<file path="src/rtl/pc_seq_pkg.sv">
// -----------------------------------------------------------------------------
// pc_seq_pkg
// Shared types and constants for the fetch PC sequencer.
//   pc_src_e    : select code driven to the 3-input next-PC mux
//   seq_state_e : sequencer state (normal fetch / redirect waiting on imem)
//   PC_INC      : sequential fetch stride in bytes
// -----------------------------------------------------------------------------
package pc_seq_pkg;

    typedef enum logic [1:0] {
        PC_SEQ  = 2'b00,   // PC + 4
        PC_BR   = 2'b01,   // branch / JAL target
        PC_JALR = 2'b10    // JALR target with bit 0 cleared
    } pc_src_e;

    typedef enum logic {
        RUN        = 1'b0,
        WAIT_REDIR = 1'b1
    } seq_state_e;

    localparam int unsigned PC_INC = 4;

endpackage : pc_seq_pkg

</file>
<file path="src/rtl/pc_sequencer_redirect_latch.sv">
// -----------------------------------------------------------------------------
// redirect_latch
// Holds a redirect target and its mux select while instruction memory is busy.
// Ports:
//   clk, rst_n   : clock, asynchronous active-low reset
//   i_load       : capture i_tgt / i_src this cycle
//   i_tgt, i_src : redirect target and mux select to capture
//   o_tgt, o_src : held target and select
// -----------------------------------------------------------------------------
module redirect_latch
    import pc_seq_pkg::*;
#(
    parameter int PC_W = 9
) (
    input  logic            clk,
    input  logic            rst_n,
    input  logic            i_load,
    input  logic [PC_W-1:0] i_tgt,
    input  logic [1:0]      i_src,
    output logic [PC_W-1:0] o_tgt,
    output logic [1:0]      o_src
);

    logic [PC_W-1:0] r_tgt;
    logic [1:0]      r_src;

    // NOTE: state uses non-blocking assignments in an async-reset always_ff so
    // every register samples pre-edge values regardless of block ordering.
    always_ff @(posedge clk or negedge rst_n) begin
        if (!rst_n) begin
            r_tgt <= '0;
            r_src <= PC_SEQ;
        end else if (i_load) begin
            r_tgt <= i_tgt;
            r_src <= i_src;
        end
    end

    assign o_tgt = r_tgt;
    assign o_src = r_src;

endmodule : redirect_latch

</file>
<file path="src/rtl/pc_sequencer.sv">
// -----------------------------------------------------------------------------
// pc_sequencer
// Owns the fetch PC, resolves EX-stage redirects against load-use stalls and
// the instruction-memory ready/valid handshake, drives the next-PC mux select
// and the IF/ID, ID/EX flushes. A redirect that meets a busy imem is parked in
// redirect_latch and replayed on the first ready cycle.
// Ports:
//   clk, reset          : clock, asynchronous active-low reset
//   stall_if            : load-use stall, hold PC
//   imem_ready          : imem accepts the fetch address this cycle
//   ex_valid/branch/taken/jal/jalr : EX-stage control-flow info
//   ex_target           : PC+imm for branch/JAL
//   ex_alu_result       : rs1+imm for JALR
//   pc, imem_req        : fetch address and request
//   pc_src              : next-PC mux select (00 seq, 01 br/jal, 10 jalr)
//   flush_ifid/idex     : pipeline squashes
//   redirect_cnt        : saturating count of accepted redirects
// -----------------------------------------------------------------------------
module pc_sequencer
    import pc_seq_pkg::*;
#(
    parameter int              PC_W     = 9,
    parameter int              DATA_W   = 32,
    parameter logic [PC_W-1:0] RESET_PC = '0,
    parameter int              CNT_W    = 16
) (
    input  logic              clk,
    input  logic              reset,
    input  logic              stall_if,
    input  logic              imem_ready,
    input  logic              ex_valid,
    input  logic              ex_branch,
    input  logic              ex_taken,
    input  logic              ex_jal,
    input  logic              ex_jalr,
    input  logic [PC_W-1:0]   ex_target,
    input  logic [DATA_W-1:0] ex_alu_result,
    output logic [PC_W-1:0]   pc,
    output logic              imem_req,
    output logic [1:0]        pc_src,
    output logic              flush_ifid,
    output logic              flush_idex,
    output logic [CNT_W-1:0]  redirect_cnt
);

    seq_state_e       r_state;
    seq_state_e       w_state_next;
    logic [PC_W-1:0]  r_pc;
    logic [PC_W-1:0]  w_pc_next;
    logic             r_imem_req;
    logic [CNT_W-1:0] r_cnt;

    logic             w_redir;
    logic             w_adv;
    logic [PC_W-1:0]  w_tgt;
    logic [1:0]       w_src_run;
    logic             w_load;
    logic [PC_W-1:0]  w_pend_tgt;
    logic [1:0]       w_pend_src;
    logic             w_flush_ifid;
    logic             w_flush_idex;
    logic [1:0]       w_pc_src;

    // Only the PC-width slice of the JALR sum matters; bit 0 is always cleared.
    logic w_unused;
    assign w_unused = &{1'b0, ex_alu_result[DATA_W-1:PC_W], ex_alu_result[0]};

    assign w_redir   = ex_valid & (ex_jalr | ex_jal | (ex_branch & ex_taken));
    assign w_tgt     = ex_jalr ? {ex_alu_result[PC_W-1:1], 1'b0} : ex_target;
    assign w_src_run = ex_jalr ? PC_JALR : (w_redir ? PC_BR : PC_SEQ);
    // A redirect overrides the stall: the stalled instruction is wrong-path.
    assign w_adv     = imem_ready & (w_redir | ~stall_if);

    // NOTE: every always_comb output gets a default first so no path leaves a
    // signal unassigned and no latch is inferred.
    always_comb begin
        w_pc_next    = r_pc;
        w_state_next = r_state;
        w_load       = 1'b0;
        w_flush_ifid = 1'b0;
        w_flush_idex = 1'b0;
        w_pc_src     = PC_SEQ;
        case (r_state)
            RUN: begin
                w_pc_src = w_src_run;
                if (w_redir) begin
                    w_flush_ifid = 1'b1;
                    w_flush_idex = 1'b1;
                    if (imem_ready) begin
                        w_pc_next = w_tgt;
                    end else begin
                        w_load       = 1'b1;
                        w_state_next = WAIT_REDIR;
                    end
                end else if (w_adv) begin
                    w_pc_next = r_pc + PC_W'(PC_INC);
                end
            end
            WAIT_REDIR: begin
                // EX is empty here (ID/EX was flushed), so EX inputs are ignored.
                w_flush_ifid = 1'b1;
                w_pc_src     = w_pend_src;
                if (imem_ready) begin
                    w_pc_next    = w_pend_tgt;
                    w_state_next = RUN;
                end
            end
            default: w_state_next = RUN;
        endcase
    end

    redirect_latch #(.PC_W(PC_W)) u_redirect_latch (
        .clk   (clk),
        .rst_n (reset),
        .i_load(w_load),
        .i_tgt (w_tgt),
        .i_src (w_src_run),
        .o_tgt (w_pend_tgt),
        .o_src (w_pend_src)
    );

    always_ff @(posedge clk or negedge reset) begin
        if (!reset) begin
            r_state    <= RUN;
            r_pc       <= RESET_PC;
            r_imem_req <= 1'b0;
            r_cnt      <= '0;
        end else begin
            r_state    <= w_state_next;
            r_pc       <= w_pc_next;
            r_imem_req <= 1'b1;
            if ((r_state == RUN) && w_redir && (r_cnt != {CNT_W{1'b1}})) begin
                r_cnt <= r_cnt + 1'b1;
            end
        end
    end

    // Combinational controls are forced idle while reset is held so reset
    // takes effect on the mux and flushes immediately, not at the next edge.
    assign pc           = r_pc;
    assign imem_req     = r_imem_req;
    assign redirect_cnt = r_cnt;
    assign pc_src       = reset ? w_pc_src : PC_SEQ;
    assign flush_ifid   = reset & w_flush_ifid;
    assign flush_idex   = reset & w_flush_idex;

endmodule : pc_sequencer

</file>
<file path="config.mk">
export PLATFORM = sky130hd
export DESIGN_NAME = pc_sequencer
export DESIGN_NICKNAME = d
export VERILOG_FILES = /design/src/rtl/pc_seq_pkg.sv /design/src/rtl/pc_sequencer_redirect_latch.sv /design/src/rtl/pc_sequencer.sv
export SDC_FILE = /design/constraint.sdc
export NUM_CORES = 1
export LEC_CHECK = 0
export BUFFER_PORTS_ARGS = -buffer_cell sky130_fd_sc_hd__buf_2
export CORE_MARGIN = 4
export CORE_UTILIZATION = 53
export CTS_CLUSTER_DIAMETER = 120
export CTS_CLUSTER_SIZE = 40
export DETAILED_ROUTE_END_ITERATION = 6
export PLACE_DENSITY_LB_ADDON = 0.2
export SETUP_SLACK_MARGIN = 0.05
export SYNTH_ARGS = -nofsm -noshare
export SYNTH_HDL_FRONTEND = slang
export SYNTH_SLANG_ARGS = --single-unit
</file>
<file path="constraint.sdc">
create_clock -name clk -period 3.7 [get_ports clk]
set_clock_uncertainty 0.2 [all_clocks]
set_input_delay 0.37 -clock clk [delete_from_list [all_inputs] [get_ports clk]]
set_output_delay 0.37 -clock clk [all_outputs]
set_load 0.03 [all_outputs]
</file>
==> impl_metrics.json <==
{
  "slowest_stage": "dfrtp_1",
  "peakVddDrop_mv": 0.284,
  "r2r_end": "u_redirect_latch.o_tgt[1]",
  "core_area_um2": 3800,
  "cts_resized": 0,
  "dr.pass1.iters": 4,
  "ys_types": 52,
  "finish.utilization_pct": 66.7,
  "syn_nets": 268,
  "grt_pass1_vias": 1816,
  "die_h_um": 71.7,
  "route.detailed.drc": 0,
  "route.detailed.wl_per_inst_um": 15.8,
  "dpl.hpwl_um": 3670,
  "hold_viol": 0,
  "hold_depth": 3,
  "mappedNetlistArea_um2": 2150,
  "status": "finished clean",
  "io_pins": 80,
  "antenna_found_initial": 0,
  "numClockSinks": 38,
  "cp_max_fo": 20,
  "clk_pin_slew_ps": 70,
  "synth_ff_type": "dfrtp_1",
  "async_flop_share_pct": 100,
  "cts_setup_buffers": 0,
  "start_kind": "flip-flop",
  "num_rows": 22,
  "grt_pass1_wl_um": 8420,
  "min_period_ps": 2430,
  "hold_class": "input pin to flip-flop",
  "yosys_register_bits": 38,
  "cts_buffer_depth": 2,
  "yosys-top-cells-area": "dfrtp_1, mux2i_1, mux2_2",
  "io_buffers": 55,
  "slew_headroom_pct": 56.7,
  "path_class": "flip-flop to output port",
  "vias": 1894,
  "diodes": 0,
  "viasPerCell": 5.92,
  "final.setup.tns_ps": 0,
  "drive_gt1_share_pct": 29.8,
  "rr_worst_depth": 4,
  "min_from": "ex_target[3]",
  "ys_warn_count": 0,
  "avgSynthCellArea_um2": 9.95,
  "min_to": "u_redirect_latch.o_tgt[3]",
  "rsz0062_at_grt": "no",
  "synth_area_leader_cell": "dfrtp_1",
  "root_buffer": "clkbuf_8",
  "h-tree-depth": 2,
  "synth_top_area_share_pct": 44.2,
  "finalSetupViolCount": 0,
  "arrival_ps": 1860,
  "grt_start_max_net_pins": 25,
  "yosysSeqAreaShare_pct": 44.2,
  "required_ps": 3130,
  "multi_input_area_um2": 1110,
  "synthTopCellsByCount": "dfrtp_1, nor2_1, a21oi_1",
  "drv_slew": 0,
  "crit_path_cell_trace": "inv_1, o21ai_0, and2_1, buf_2",
  "drt_first_iter_violations": 156,
  "finalPower_w": 0.00138,
  "maxCapViolations": 0,
  "seq_area_um2": 951,
  "powerDensity_nw_per_um2": 545,
  "fill_cells": 336,
  "synth_edf_count": 0,
  "ant_nets": 0,
  "p_leak_nw": 1.17,
  "layout.nets": 323,
  "max_freq_mhz": 411,
  "drt_wl_total_um": 5050,
  "gp_congestion": 0.852,
  "tritoncts": "built",
  "r2r_start": "r_state",
  "area_growth_pct": 17.9,
  "grtUsageTotal_pct": 20.7,
  "endpoint_kind": "output port",
  "cts_buffers": 5,
  "period_share_pct": 65.8,
  "worst_pin_slew_ps": 650,
  "rrSetupSlack_ps": 1320,
  "fp.dieArea_um2": 5140,
  "max_stage_delay_ps": 750,
  "worst_skew_pair.late_latency_ps": 300,
  "synthCells": 216,
  "grt_overflow": 0,
  "die_width_um": 71.7,
  "start_util_pct": 56.6,
  "yosysMostFrequentCell": "dfrtp_1"
}
==> per-layer routing <==
layer,share of wire (%),global-route usage [%],up-vias,routed length [um]
li1,-,-,910,-
met2,45,31.6,67,2280
met5,0,0,-,0
met4,1.1,8.14,0,55
met1,46,28.6,911,2320
met3,7.9,4.49,6,397
==> worst max-delay path by stage <==
stage,start,to,depth (start not counted)
finish,r_state,flush_ifid,4
floorplan,r_state,pc_src[0],4
global placement,ex_jalr,pc_src[0],6
CTS,ex_jalr,pc_src[0],6
global route,r_state,flush_ifid,4
detailed placement,ex_jalr,pc_src[0],6
==> per-stage QoR <==
step / worst slack, ps / hold slack, ps / area [um2] / std cells
floorplan: 1660 / -126 / 2150 / 216
finish: 1270 / 204 / 2530 / 320
global route: 1130 / 218 / 2530 / 320
CTS: 1300 / 208 / 2530 / 320
detailed placement: 1310 / 163 / 2430 / 311
global placement: 1300 / 162 / 2430 / 311
==> cells in the final DEF, fill, tap and decap left out, types with 7 or more instances in the layout <==
cell	count
xor2_1	8
nand3_1	11
o21ai_0	10
mux2i_1	8
nand2_1	13
nor2_1	16
dfrtp_1	38
a21oi_1	14
mux2_2	7
buf_2	55
nor3_1	10
==> flip-flops by register name, summed over array words and instances, names as in the netlist <==
name                    cells
imem_req                    1
pc                          9
r_state                     1
redirect_cnt               16
u_redirect_latch.o_src      2
u_redirect_latch.o_tgt      9
==> final cells by class <==
cell class / instances / area share, %
inverter: 6 / 0.888
multi-input combinational: 162 / 43.8
timing repair buffer: 58 / 11.8
sequential: 38 / 37.5
tap: 48 / 2.37
clock inverter: 1 / 0.197
clock buffer: 7 / 3.41
==> worst max-delay path, delay by kind of cell, from the launching register on <==
family / cells / cell delay (ps)
AND/OR/NAND/NOR: 1 / 160
AO/OA/AOI/OAI: 1 / 190
flip-flops: 1 / 750
buffers and inverters: 2 / 460
==> power by group <==
part / total (W) / internal, W / switching (W) / leakage (nW)
Sequential: 0.000610 / 0.000506 / 0.000103 / 0.463
Combinational: 0.000475 / 0.000171 / 0.000303 / 0.655
Clock: 0.000297 / 0.000150 / 0.000147 / 0.0482
Total: 0.00138 / 0.000828 / 0.000554 / 1.17
==> cell families after synthesis <==
group / after synthesis / synth area share [%]
AO/OA/AOI/OAI: 53 / 16.8
XOR/XNOR: 12 / 4.89
adder cells (fa/ha/maj): 2 / 1.16
buffers and inverters: 16 / 4.13
flip-flops: 38 / 44.2
multiplexers: 15 / 7.39
other: 1 / 0.174
AND/OR/NAND/NOR: 79 / 21.2
==> what timing repair did <==
action,CTS,global route
setup endpoints to repair,0,0
hold buffers,1,0
hold endpoints to repair,19,0
No activity file was read; power rests on OpenSTA's default activity.
